File: src/rtl/y86_mem_arbiter.sv
// rtl/y86_mem_arbiter.sv - shares one single-port memory between the y86 core bus and a DMA/loader port
module y86_mem_arbiter #(
    parameter int AW       = 32,
    parameter int DW       = 32,
    parameter int MAX_WAIT = 8,
    parameter int TIMEOUT  = 16
) (
    input  logic          clk,
    input  logic          rst,
    input  logic [AW-1:0] cpu_A,
    input  logic          cpu_RE,
    input  logic          cpu_WE,
    input  logic [DW-1:0] cpu_wdata,
    output logic [DW-1:0] cpu_rdata,
    output logic          cpu_stall,
    input  logic          dma_req,
    input  logic          dma_we,
    input  logic [AW-1:0] dma_addr,
    input  logic [DW-1:0] dma_wdata,
    output logic [DW-1:0] dma_rdata,
    output logic          dma_done,
    output logic          dma_err,
    output logic          cpu_err,
    output logic [AW-1:0] mem_A,
    output logic          mem_RE,
    output logic          mem_WE,
    output logic [DW-1:0] mem_wdata,
    input  logic [DW-1:0] mem_rdata,
    input  logic          mem_ack,
    output logic [1:0]    owner
);

    typedef enum logic [1:0] {
        IDLE     = 2'd0,
        CPU_XFER = 2'd1,
        DMA_XFER = 2'd2
    } state_t;

    state_t        state;
    logic [7:0]    wait_cnt;
    logic [7:0]    to_cnt;
    logic [DW-1:0] cpu_rdata_q;

    logic cpu_req;
    logic dma_win;
    logic cpu_win;
    logic timeout_hit;
    logic xfer_done;

    assign cpu_req     = cpu_RE | cpu_WE;
    assign dma_win     = dma_req & (~cpu_req | (wait_cnt == 8'(MAX_WAIT)));
    assign cpu_win     = ~dma_win & cpu_req;
    assign timeout_hit = (state != IDLE) & ~mem_ack & (to_cnt == 8'(TIMEOUT - 1));
    assign xfer_done   = (state != IDLE) & (mem_ack | timeout_hit);

    // The core samples read data on the edge where stall falls, so the ack cycle passes mem_rdata straight through.
    assign cpu_stall = cpu_req & ~((state == CPU_XFER) & (mem_ack | timeout_hit));
    assign cpu_rdata = (state == CPU_XFER) ? (timeout_hit ? '0 : mem_rdata) : cpu_rdata_q;

    always_ff @(posedge clk or negedge rst) begin
        if (!rst) begin
            state       <= IDLE;
            owner       <= 2'b00;
            wait_cnt    <= '0;
            to_cnt      <= '0;
            mem_A       <= '0;
            mem_wdata   <= '0;
            mem_RE      <= 1'b0;
            mem_WE      <= 1'b0;
            cpu_rdata_q <= '0;
            dma_rdata   <= '0;
            dma_done    <= 1'b0;
            dma_err     <= 1'b0;
            cpu_err     <= 1'b0;
        end else begin
            dma_done <= 1'b0;
            dma_err  <= 1'b0;
            if (!dma_req) begin
                wait_cnt <= '0;
            end
            case (state)
                IDLE: begin
                    to_cnt <= '0;
                    if (dma_win) begin
                        state     <= DMA_XFER;
                        owner     <= 2'b10;
                        mem_A     <= dma_addr;
                        mem_wdata <= dma_wdata;
                        mem_WE    <= dma_we;
                        mem_RE    <= ~dma_we;
                        wait_cnt  <= '0;
                    end else if (cpu_win) begin
                        // Read and write together resolves to a write.
                        state     <= CPU_XFER;
                        owner     <= 2'b01;
                        mem_A     <= cpu_A;
                        mem_wdata <= cpu_wdata;
                        mem_WE    <= cpu_WE;
                        mem_RE    <= ~cpu_WE;
                        if (dma_req && (wait_cnt != 8'(MAX_WAIT))) begin
                            wait_cnt <= wait_cnt + 8'd1;
                        end
                    end
                end
                CPU_XFER, DMA_XFER: begin
                    if (xfer_done) begin
                        state  <= IDLE;
                        owner  <= 2'b00;
                        mem_RE <= 1'b0;
                        mem_WE <= 1'b0;
                        to_cnt <= '0;
                        if (state == CPU_XFER) begin
                            cpu_rdata_q <= mem_ack ? mem_rdata : '0;
                            if (!mem_ack) begin
                                cpu_err <= 1'b1;
                            end
                        end else if (mem_ack) begin
                            dma_done <= 1'b1;
                            if (!mem_WE) begin
                                dma_rdata <= mem_rdata;
                            end
                        end else begin
                            dma_err <= 1'b1;
                        end
                    end else begin
                        to_cnt <= to_cnt + 8'd1;
                    end
                end
                default: begin
                    state  <= IDLE;
                    owner  <= 2'b00;
                    mem_RE <= 1'b0;
                    mem_WE <= 1'b0;
                end
            endcase
        end
    end

endmodule

File: config.mk
export PLATFORM = sky130hd
export DESIGN_NAME = y86_mem_arbiter
export DESIGN_NICKNAME = d
export VERILOG_FILES = /design/src/rtl/y86_mem_arbiter.sv
export SDC_FILE = /design/constraint.sdc
export NUM_CORES = 1
export LEC_CHECK = 0
export CORE_AREA = 2 2 157 129
export DETAILED_ROUTE_END_ITERATION = 6
export DIE_AREA = 0 0 159 131
export DONT_BUFFER_PORTS = 1
export GPL_TIMING_DRIVEN = 0
export HOLD_SLACK_MARGIN = 0.08
export PLACE_DENSITY_LB_ADDON = 0.05
export REMOVE_ABC_BUFFERS = 1
export SETUP_SLACK_MARGIN = 0.3
export SYNTH_ARGS = -nofsm -noshare
export SYNTH_HDL_FRONTEND = slang
export SYNTH_SLANG_ARGS = --single-unit
File: constraint.sdc
create_clock -name clk -period 2.55 [get_ports clk]
set_input_delay 0.255 -clock clk [delete_from_list [all_inputs] [get_ports clk]]
set_output_delay 0.255 -clock clk [all_outputs]
set_load 0.05 [all_outputs]
==> impl_metrics.yaml <==
yosys:
  netlist.top_cell.by_area: "dfrtp_1"
  async_reset_ff_share_pct: 100
  yosysTopAreaCellShare_pct: 53.9
  postSynthCellCount: 664
  synthTopCellsByArea: "dfrtp_1, mux2i_1, nand2_1, mux2_2, o21ai_0"
  synth_ff_type: "dfrtp_1"
  avgSynthCellArea_um2: 10.6
  netlist_area_um2: 7010
  ys_ff_latch: 151
  yosys_warnings: 0
  synth_edf_count: 0
  synth_cell_types: 45
  seq_area_frac_synth_pct: 53.9
pwr:
  cellPowerDensity_nw_per_um2: 1430
  power.leakage_nw: 4.80
  ir_worst_vdd_v: 0.000593
sta:
  fin_worst_skew_ns: 0.0149
  slew_violations: 0
  relSlewSlack_pct: 47.1
  fin_crit_sh_pct: 93.3
  setup-violations-final: 0
  finalHoldViolations: 151
  fin_crit_ns: 2.38
  rsz0062_at_grt: "true"
  clock.fmax_mhz: 420
  max_slew.worst_pin.slew_ns: 0.794
  whs_ns: -0.469
  fin_setup_tns_ns: 0
worst_setup_path:
  crit_fanout: 5
  required_ns: 2.30
  cpPeakStageDelay_ns: 0.55
  path_cells: "inv_4 > ha_4 > nor4_4 > buf_6 > buf_12 > buf_16 > o22ai_4"
  reg2reg_setup_slack_ns: 0.27
  critPathSlowestCell: "dfrtp_4"
  cp-end-kind: "output pin"
  start_kind: "register"
  worstSetupPathType: "reg2out"
  worst_ep_arrival_time_ns: 2.12
layout:
  fillers: 1620
  area_delta_synth_final_pct: 50.1
  final_area_um2: 10500
  layout_common_cells: "dlygate4sd3_1, dfrtp_1, nand2_1"
  final_common_cell: "dlygate4sd3_1"
  nets: 1014
  final_util_pct: 54.4
  final_cells: 1116
  antenna_cells: 0
  drive_gt1_share_pct: 18.9
cts:
  cts_buffers: 17
  clkSlewWorstSetupHoldPaths_ns: 0.06
  root_buffer: "clkbuf_16"
  cts_sinks: 151
  cts_hold_buf: 156
  cts_max_level: 4
  cts_tree: "built"
  clock_latency_ns: 0.42
  clock_path_buffers: 2
floorplan:
  chipWidth_um: 159
  initial_utilization_pct: 36.2
  core_um2: 19300
  die_area_um2: 20800
  die_y_um: 131
  fp-row-count: 46
  ios: 303
global_routing:
  grt_max_degree: 152
  grtUsageTotal_pct: 20.6
  grt-ovfl-total: 0
  grt_pass1_wl_um: 33500
  grt_pass1_vias: 5871
  grt_antenna_before_repair: 0
place:
  portBuffers: 0
  place_area_um2: 7350
  gp_congestion: 0.814
  dp_cells: 895
  hpwlAfterDp_um: 12900
drt:
  routed_via_density: 5.24
  drt_iter0_markers: 362
  vias: 5853
  drt-pass1-iter-count: 6
  ant_nets: 0
  routed_wl_um: 22000
  wire_per_inst_um: 19.8
  drc: 0
run_status:
  violations: "negative hold slack"
  status: "finished, violations left"
job:
  maxCapViolations: 0
worst_hold_path:
  hold_path.class: "in2async"
## worst max-delay path, delay by kind of cell (launching register included)
family	cells	cell delay, ns
DFF	1	0.55
and+or+nand+nor	1	0.30
buffers and inverters	4	0.52
AOI/OAI and AO/OA	1	0.15
adders and majority gates	1	0.18
## cells by family (layout without fill, tap and decap cells)
logic type	after synthesis	count (layout)	synth area share (%)
adder cells (fa/ha/maj)	7	7	1.25
AO/OA/AOI/OAI	166	167	15.1
flip-flops	151	151	53.9
AND/OR/NAND/NOR	155	155	9.82
buffers and inverters	84	271	4.91
multiplexers	98	98	14.6
XOR/XNOR	3	3	0.375
## worst paths after layout
check,endpoint,from,cells after the start
worst max-delay path,cpu_rdata[19],state[1]$_DFFE_PN0P_,7
worst min-delay path,mem_wdata[2]$_DFFE_PN0P_,rst,0
worst max register to register,to_cnt[2]$_DFFE_PN0P_,state[1]$_DFFE_PN0P_,9
worst min register to register,cpu_rdata_q[31]$_DFFE_PN0P_,cpu_rdata_q[31]$_DFFE_PN0P_,1
max in group asynchronous,to_cnt[0]$_DFFE_PN0P_,rst,0
min in group clk,mem_wdata[25]$_DFFE_PN0P_,cpu_wdata[25],2
## stage by stage
| stage | setup slack, ns | power (mW) |
|---|---|---|
| CTS | 0.128 | 14.9 |
| global placement | -4.27 | 10.1 |
| floorplan | -2.42 | 9.89 |
| detailed placement | -0.652 | 10.9 |
| finish | 0.171 | 15.0 |
| global route | 0.0573 | 15.8 |
## layer usage
metal	up-vias	wire length (µm)	GRT usage, %	part of all wire [%]
met3	35	1310	5.08	6.0
met4	0	529	8.13	2.4
met5	-	0	0	0
met1	2859	9400	26.3	43
li1	2714	-	-	-
met2	245	10800	34.1	49
## sequential cells by signal, indices dropped and copies added, names as in the netlist
| register | flops |
|---|---|
| cpu_err | 1 |
| cpu_rdata_q | 32 |
| dma_done | 1 |
| dma_err | 1 |
| dma_rdata | 32 |
| mem_A | 32 |
| mem_RE | 1 |
| mem_WE | 1 |
| mem_wdata | 32 |
| state | 2 |
| to_cnt | 8 |
| wait_cnt | 8 |
## area by class of cell
| type | count | area (µm²) | share of cell area, % |
|---|---|---|---|
| clock buffers | 21 | 470 | 4.47 |
| clock inverters | 10 | 143 | 1.36 |
| inverters | 38 | 151 | 1.44 |
| multi-input cells | 430 | 3430 | 32.6 |
| flip-flops and latches | 151 | 3790 | 36.0 |
| well taps | 264 | 330 | 3.14 |
| repair buffers | 202 | 2210 | 21.0 |
## what timing repair did
item / 4_1_cts / 5_1_grt
resized for setup: 92 / 16
pin swaps: 26 / 12
buffers inserted: 15 / 15
endpoints found under the setup margin: 157 / 75
endpoints found under the hold margin: 285 / 151
cloned: 3 / 1
## cell usage after synthesis (all sizes together) (3+ instances only)
cell    number
nor3         4
clkbuf      33
ha           7
o211ai       4
mux2        33
and3         3
nand2      105
mux2i       65
or3          3
a22o        34
inv         38
buf         13
nor2        13
xor2         3
dfrtp      151
nand3        8
o22ai       32
o21ai       77
a21o         3
nand2b       5
## power by group
part	leakage, nW	internal (mW)	switching [mW]	total, mW
Sequential	1.88	3.40	3.61	7.01
Clock	0.300	1.62	1.02	2.64
Combinational	2.62	2.17	3.23	5.40
Total	4.80	7.18	7.85	15.0
(Power assumes the default switching activity.)
